$ cat config.mk
export PLATFORM = sky130hd
export DESIGN_NAME = mc_control_unit
export DESIGN_NICKNAME = d
export VERILOG_FILES = /design/src/rtl/mc_control_unit.sv
export SDC_FILE = /design/constraint.sdc
export NUM_CORES = 1
export LEC_CHECK = 0
export CAP_MARGIN = 25
export CORE_MARGIN = 3
export CORE_UTILIZATION = 40
export CTS_BUF_LIST = sky130_fd_sc_hd__clkbuf_8
export CTS_CLUSTER_DIAMETER = 200
export DETAILED_ROUTE_END_ITERATION = 8
export HOLD_SLACK_MARGIN = 0.12
export PLACE_DENSITY = 0.78
export REMOVE_ABC_BUFFERS = 1
export SKIP_LAST_GASP = 1
export SLEW_MARGIN = 10
export SYNTH_ARGS = -nofsm -noshare
export SYNTH_HDL_FRONTEND = slang
export SYNTH_SLANG_ARGS = --single-unit
$ cat constraint.sdc
create_clock -name clk -period 1.35 [get_ports clk]
set_input_delay 0.135 -clock clk [delete_from_list [all_inputs] [get_ports clk]]
set_output_delay 0.135 -clock clk [all_outputs]
set_load 0.1 [all_outputs]
$ cat src/rtl/mc_control_unit.sv
// Multicycle MIPS control unit: per-instruction FSM sequencer with a variable-latency memory handshake and timeout.
// Define MC_CTRL_JAL_EN to add the JAL instruction (opcode 000011); without it that opcode decodes as illegal.
module mc_control_unit #(
    parameter int ALUCTRL_W   = 3,
    parameter int MEM_TIMEOUT = 16
) (
    input  logic                 clk,
    input  logic                 rst,
    input  logic [5:0]           opcode,
    input  logic [5:0]           funct,
    input  logic                 mem_ready,
    output logic                 mem_req,
    output logic                 mem_write,
    output logic                 ir_write,
    output logic                 pc_write,
    output logic                 branch,
    output logic                 branch_ne,
    output logic [1:0]           pc_src,
    output logic                 alu_src_a,
    output logic [1:0]           alu_src_b,
    output logic                 imm_zext,
    output logic [ALUCTRL_W-1:0] alu_ctrl,
    output logic [1:0]           reg_dst,
    output logic [1:0]           mem_to_reg,
    output logic                 reg_write,
    output logic                 illegal,
    output logic                 mem_err
);

    localparam logic [5:0] OP_RTYPE = 6'b000000;
    localparam logic [5:0] OP_LW    = 6'b100011;
    localparam logic [5:0] OP_SW    = 6'b101011;
    localparam logic [5:0] OP_BEQ   = 6'b000100;
    localparam logic [5:0] OP_BNE   = 6'b000101;
    localparam logic [5:0] OP_ADDI  = 6'b001000;
    localparam logic [5:0] OP_ANDI  = 6'b001100;
    localparam logic [5:0] OP_ORI   = 6'b001101;
    localparam logic [5:0] OP_SLTI  = 6'b001010;
    localparam logic [5:0] OP_J     = 6'b000010;
`ifdef MC_CTRL_JAL_EN
    localparam logic [5:0] OP_JAL   = 6'b000011;
`endif

    localparam logic [5:0] FN_ADD = 6'b100000;
    localparam logic [5:0] FN_SUB = 6'b100010;
    localparam logic [5:0] FN_AND = 6'b100100;
    localparam logic [5:0] FN_OR  = 6'b100101;
    localparam logic [5:0] FN_SLT = 6'b101010;

    localparam logic [ALUCTRL_W-1:0] ALU_ADD = ALUCTRL_W'(0);
    localparam logic [ALUCTRL_W-1:0] ALU_SUB = ALUCTRL_W'(1);
    localparam logic [ALUCTRL_W-1:0] ALU_AND = ALUCTRL_W'(2);
    localparam logic [ALUCTRL_W-1:0] ALU_OR  = ALUCTRL_W'(3);
    localparam logic [ALUCTRL_W-1:0] ALU_SLT = ALUCTRL_W'(4);

    // Counter only has to reach MEM_TIMEOUT-1.
    localparam int CNT_W = (MEM_TIMEOUT > 1) ? $clog2(MEM_TIMEOUT) : 1;

    typedef enum logic [3:0] {
        S_FETCH,
        S_DECODE,
        S_MEMADR,
        S_MEMREAD,
        S_MEMWRITE,
        S_MEMWB,
        S_EXEC,
        S_ALUWB,
        S_BRANCH,
        S_IEXEC,
        S_IWB,
        S_JUMP
`ifdef MC_CTRL_JAL_EN
        , S_JAL
`endif
    } state_t;

    state_t               state;
    logic [CNT_W-1:0]     wait_cnt;
    logic                 mem_state;
    logic                 timeout;
    logic [ALUCTRL_W-1:0] alu_r;
    logic [ALUCTRL_W-1:0] alu_i;
    logic                 r_ok;
    logic                 i_zext;

    assign mem_state = state inside {S_FETCH, S_MEMREAD, S_MEMWRITE};
    // A ready arriving on the last permitted cycle completes the access instead of aborting it.
    assign timeout   = (MEM_TIMEOUT != 0) && mem_state && !mem_ready &&
                       (wait_cnt == CNT_W'(MEM_TIMEOUT - 1));

    // NOTE: every combinational output gets a default before the case so no path leaves it unassigned (no latch).
    always_comb begin
        r_ok  = 1'b1;
        alu_r = ALU_ADD;
        case (funct)
            FN_ADD:  alu_r = ALU_ADD;
            FN_SUB:  alu_r = ALU_SUB;
            FN_AND:  alu_r = ALU_AND;
            FN_OR:   alu_r = ALU_OR;
            FN_SLT:  alu_r = ALU_SLT;
            default: r_ok  = 1'b0;
        endcase
    end

    always_comb begin
        alu_i  = ALU_ADD;
        i_zext = 1'b0;
        case (opcode)
            OP_ANDI: begin alu_i = ALU_AND; i_zext = 1'b1; end
            OP_ORI:  begin alu_i = ALU_OR;  i_zext = 1'b1; end
            OP_SLTI: alu_i = ALU_SLT;
            default: ;
        endcase
    end

    // NOTE: sequential state uses non-blocking assignments so every register samples pre-edge values.
    always_ff @(posedge clk or negedge rst) begin
        if (!rst) begin
            state    <= S_FETCH;
            wait_cnt <= '0;
            illegal  <= 1'b0;
            mem_err  <= 1'b0;
        end else if (timeout) begin
            state    <= S_FETCH;
            wait_cnt <= '0;
            mem_err  <= 1'b1;
        end else begin
            wait_cnt <= (mem_state && !mem_ready) ? wait_cnt + CNT_W'(1) : '0;
            case (state)
                S_FETCH:    if (mem_ready) state <= S_DECODE;
                S_DECODE: begin
                    case (opcode)
                        OP_LW, OP_SW:   state <= S_MEMADR;
                        OP_RTYPE: begin
                            if (r_ok) state <= S_EXEC;
                            else begin
                                state   <= S_FETCH;
                                illegal <= 1'b1;
                            end
                        end
                        OP_BEQ, OP_BNE: state <= S_BRANCH;
                        OP_ADDI, OP_ANDI, OP_ORI, OP_SLTI: state <= S_IEXEC;
                        OP_J:           state <= S_JUMP;
`ifdef MC_CTRL_JAL_EN
                        OP_JAL:         state <= S_JAL;
`endif
                        default: begin
                            state   <= S_FETCH;
                            illegal <= 1'b1;
                        end
                    endcase
                end
                S_MEMADR:   state <= (opcode == OP_LW) ? S_MEMREAD : S_MEMWRITE;
                S_MEMREAD:  if (mem_ready) state <= S_MEMWB;
                S_MEMWRITE: if (mem_ready) state <= S_FETCH;
                S_EXEC:     state <= S_ALUWB;
                S_IEXEC:    state <= S_IWB;
                default:    state <= S_FETCH;
            endcase
        end
    end

    always_comb begin
        mem_req    = 1'b0;
        mem_write  = 1'b0;
        ir_write   = 1'b0;
        pc_write   = 1'b0;
        branch     = 1'b0;
        branch_ne  = 1'b0;
        pc_src     = 2'b00;
        alu_src_a  = 1'b0;
        alu_src_b  = 2'b00;
        imm_zext   = 1'b0;
        alu_ctrl   = ALU_ADD;
        reg_dst    = 2'b00;
        mem_to_reg = 2'b00;
        reg_write  = 1'b0;
        case (state)
            S_FETCH: begin
                mem_req   = !timeout;
                alu_src_b = 2'b01;
                ir_write  = mem_ready;
                pc_write  = mem_ready;
            end
            S_DECODE:   alu_src_b = 2'b11;
            S_MEMADR: begin
                alu_src_a = 1'b1;
                alu_src_b = 2'b10;
            end
            S_MEMREAD:  mem_req = !timeout;
            S_MEMWRITE: begin
                mem_req   = !timeout;
                mem_write = !timeout;
            end
            S_MEMWB: begin
                mem_to_reg = 2'b01;
                reg_write  = 1'b1;
            end
            S_EXEC: begin
                alu_src_a = 1'b1;
                alu_ctrl  = alu_r;
            end
            S_ALUWB: begin
                reg_dst   = 2'b01;
                reg_write = 1'b1;
            end
            S_BRANCH: begin
                alu_src_a = 1'b1;
                alu_ctrl  = ALU_SUB;
                pc_src    = 2'b01;
                branch    = (opcode == OP_BEQ);
                branch_ne = (opcode == OP_BNE);
            end
            S_IEXEC: begin
                alu_src_a = 1'b1;
                alu_src_b = 2'b10;
                alu_ctrl  = alu_i;
                imm_zext  = i_zext;
            end
            S_IWB: begin
                alu_ctrl  = alu_i;
                imm_zext  = i_zext;
                reg_write = 1'b1;
            end
            S_JUMP: begin
                pc_src   = 2'b10;
                pc_write = 1'b1;
            end
`ifdef MC_CTRL_JAL_EN
            // r31 captures the old PC+4 on the same edge the PC takes the jump target.
            S_JAL: begin
                pc_src     = 2'b10;
                pc_write   = 1'b1;
                reg_write  = 1'b1;
                reg_dst    = 2'b10;
                mem_to_reg = 2'b10;
            end
`endif
            default: ;
        endcase
    end

endmodule
==> results of run 1 <==
## timing repair
item	in CTS
resized for setup	48
gates cloned	0
endpoints found under the setup margin	24
pin swaps	15
setup buffers	11
## logic make-up after synthesis
kind of cell / Yosys count / synth area share
compound gates: 25 / 0.201
fa+ha+maj: 2 / 0.0247
simple gates: 60 / 0.393
buf+inv: 12 / 0.0712
other cells: 1 / 0.00411
xor+xnor: 2 / 0.0192
mux: 1 / 0.0123
flops: 10 / 0.274
## metrics by stage
| step | utilization | instance area [sq um] |
|---|---|---|
| after global placement | 0.845 | 1740 |
| after detailed placement | 0.845 | 1740 |
| after CTS | 0.978 | 2020 |
| after floorplan | - | 875 |
==> reports/metrics.yaml, run 1 <==
grt_worst_setup_endpoint: "branch_ne"
synth_area_leader_cell: "dfrtp_1"
cts_root_buf: "clkbuf_8"
die_height_microns: 53.8
numCtsBuffers: 3
fp-row-count: 16
cts_buffer_depth: 2
worst-ep-kind: "primary output"
die_w_microns: 53.8
synth_commonest_cells: "14 x nor2_1, 10 x dfrtp_1"
synthFlopType: "dfrtp_1"
dp_cells: 208
netlist_area_sq_um: 913
synthCells: 113
stop_stage: "5_1_grt"
htreeDepth: 1
syn_avg_cell_area_sq_um: 8.08
port_buffers: 34
place_congestion: 0.969
yosysWarnings: 0
outcome: "aborted with a tool error"
cts-hold-fix-buffers: 0
synth.top_cell.area_share: 0.274
grt_max_degree: 11
async_flop_share: 1.00
ys_seq_elements: 10
io_pins: 37
ys_seq_area_frac: 0.274
cts_sinks: 10
hpwl_mm: 2.93
start_util: 0.443
dp_worst_setup_slack_ps: -514
synth_edf_count: 0
yosysMostFrequentCell: "nor2_1"
error: "[ERROR DPL-0038] Utilization greater than 100%, impossible to legalize"
synth_cell_type_count: 49
netlist_top_cells_area: "dfrtp_1 27%, nor2_1 5.8%, nand2b_1 3.4%, nor3_1 3.3%, o21ai_0 3.3%"
==> run 2, diff against run 1 <==
Settings changed: CORE_AREA from default to 3 3 64 66, CORE_MARGIN 3 to default, CORE_UTILIZATION 40 to default, CTS_BUF_LIST sky130_fd_sc_hd__clkbuf_8 to default, CTS_CLUSTER_DIAMETER 200 to default, DIE_AREA from default to 0 0 67 69, HOLD_SLACK_MARGIN 0.12 to default, PLACE_DENSITY 0.78 to default, PLACE_DENSITY_LB_ADDON from default to 0.15.
Clock period 1.35 ns to 1.8 ns, I/O delays scaled along.
==> reports/metrics.yaml, run 2 <==
outcome: "complete, but fails checks"
violations: "negative setup slack"
worstReg2RegStart: "state[2]"
grt_pass1_wl_mm: 4.80
port_buffers: 34  # unchanged
grt_pass1_vias: 1052
final_antenna_net_count: 0
wl_met3_microns: 109
netlist_top_cells_area: "dfrtp_1 27%, nor2_1 5.8%, nand2b_1 3.4%, nor3_1 3.3%, o21ai_0 3.3%"
rrSetupSlack_ps: 160
track_usage: 0.132
fmax_mhz: 494
cp_top_family: "simple AND/OR/NAND/NOR gates"
cp-end-kind: "output port"
synth_cell_type_count: 49  # unchanged
drt-total-wl_mm: 3.08
place_congestion: 0.912  # -5.9%
fp.coreArea_sq_um: 3630
p_int_mw: 1.12
power.density_nw_per_um2: 1180
final.setup.tns_ps: -1020
htreeDepth: 1  # unchanged
startpoint_type: "flop"
path_cells: "nand2b_4 > or4b_4 > nor2_4 > a31o_1 > buf_12"
synth_xor_area_frac: 0.0192  # unchanged
cp_slowest_cell: "or4b_4"
vias_per_cell: 4.80
wl_met2_mm: 1.62
clk_pin_slew_worst_paths_ps: 40
reg2reg_depth: 6
regToRegEndpoint: "state[0]"
cts_tree: "yes"
cts_buffer_depth: 2  # unchanged
netlist_area_sq_um: 913  # unchanged
maxCapViolCount: 0
drtIter0Drc: 31
slew_viol_final: 0
grt_antenna_before_repair: 0
fp-row-count: 22  # +6
synthFlopType: "dfrtp_1"
drc: 0
hold_class: "in -> async"
clockPowerShare: 0.098
synth_top_family_by_area: "simple AND/OR/NAND/NOR gates"
fin_crit_ps: 2030
worst-path-buf-inv: 1
yosysMostFrequentCell: "nor2_1"
cts_root_buf: "clkbuf_8"
grt_max_degree: 14
setup_ws_ps: -226
final_common_cell: "buf_4"
yosysWarnings: 0  # unchanged
rsz0062_at_grt: "yes"
numCtsBuffers: 3  # unchanged
finalNonFillerCells: 227
path_class: "reg -> out"
leakage_nw: 0.802
cp_data_arrival_time_ps: 1850
vias: 1089
synth_mux_area_frac: 0.0123  # unchanged
hpwl_mm: 2.30  # -22%
cp-startpoint: "state[3]"
required_ps: 1620
synth_fa_ha_area_frac: 0.0247  # unchanged
dr.pass1.iters: 4
setup_viol: 8
synth_edf_count: 0  # unchanged
finalClockSkew_ps: 2.90
layout-drive-gt1-share: 0.486
p_sw_mw: 1.13
layout.nets: 197
fin_crit_sh: 1.13
cts-hold-fix-buffers: 0  # unchanged
slowest_delay_ps: 540
hold_violations: 0
wl_met1_mm: 1.28
avgRoutedWirePerCell_microns: 13.6
synth_commonest_cells: "14 x nor2_1, 10 x dfrtp_1"
synthSimpleGateAreaFrac: 0.393  # unchanged
placed_area_sq_um: 1610  # -7.7%
cts_sinks: 10  # unchanged
antenna_cells: 0
die_w_microns: 67  # +25%
dp_cells: 211  # +1.4%
switching_share: 0.502
synth_area_leader_cell: "dfrtp_1"
start_util: 0.251  # -0.192
critPathMaxFanout: 3
ys_seq_area_frac: 0.274  # unchanged
io_pins: 37  # unchanged
reg_top3: "state: 4 flops, wait_cnt: 4 flops"
seqPwrFrac: 0.136
highest_layer: "met4"
ir_drop_mv: 0.990
die_area_sq_um: 4620
async_flop_share: 1.00  # unchanged
ys_seq_elements: 10  # unchanged
synthToLayoutAreaGrowth_pct: 109
syn_avg_cell_area_sq_um: 8.08  # unchanged
synthCells: 113  # unchanged
insertion_delay_ps: 230
synth_compound_area_frac: 0.201  # unchanged
mostFrequentLayoutCells: "30 x buf_4, 17 x buf_12, 14 x clkdlybuf4s50_1"
die_height_microns: 69  # +28%
comb_power_share: 0.766
grt_overflow: 0
synth.top_cell.area_share: 0.274  # unchanged
design_area_sq_um: 1910
==> run 2: cell counts after synthesis <==
Identical to the previous run, type by type.
==> run 2: cell type report <==
cell class / count / area, sq um
clock buffers: 3 / 41.3
repair buffers: 68 / 800
well taps: 48 / 60.1
fillers: 355 / 1730
inverters: 6 / 22.5
flip-flops and latches: 10 / 251
multi-input cells: 92 / 731
==> run 2: layer usage <==
| layer | track usage | vias to the layer above |
|---|---|---|
| met1 | 0.165 | 508 |
| met5 | 0 | - |
| met4 | 0.0495 | 0 |
| li1 | - | 544 |
| met2 | 0.226 | 30 |
| met3 | 0.0130 | 7 |
==> run 2: kinds of logic after synthesis <==
family	after synthesis
compound gates	25
xor+xnor	2
fa+ha+maj	2
buf+inv	12
flops	10
mux	1
other cells	1
simple gates	60
==> run 2: through the flow <==
stage	utilization	setup WS, ps	hold WS, ps	power, mW
2_1_floorplan	-	-3700	-116	1.18
3_3_place_gp	0.442	-43.4	453	1.76
3_5_place_dp	0.442	-84.3	456	1.77
4_1_cts	0.476	-203	280	2.06
5_1_grt	0.524	-290	317	2.36
6_report	0.524	-226	273	2.25
==> run 2: how the worst max path moves through the flow <==
stage	endpoint	slack [ps]	cells past startpoint
after floorplan	branch_ne	-3700	4
after global placement	alu_ctrl[0]	-40	5
after detailed placement	state[2]	-80	6
after CTS	mem_write	-200	7
after global routing	alu_ctrl[1]	-290	5
final	alu_ctrl[1]	-230	5
==> run 2: repair_timing <==
| action | in CTS | in global routing |
|---|---|---|
| gates cloned | 0 | 1 |
| setup buffers | 1 | 11 |
| resized for setup | 17 | 20 |
| pin swaps | 3 | 10 |
| setup endpoints to repair | 10 | 13 |
==> run 2: power groups by stage <==
stage               registers, mW  clock network [mW]  logic, mW
floorplan                   0.338                   0      0.840
global placement            0.298                   0       1.47
detailed placement          0.301                   0       1.47
CTS                         0.302               0.230       1.53
global route                0.310               0.245       1.80
finish                      0.306               0.221       1.72
No activity file was read; power rests on OpenSTA's default activity.
==> run 3, diff against run 2 <==
Settings changed: CTS_CLUSTER_SIZE from default to 30.
==> results of run 3 <==
Same layout as run 2: the final DEF is identical, and so are final timing and power.
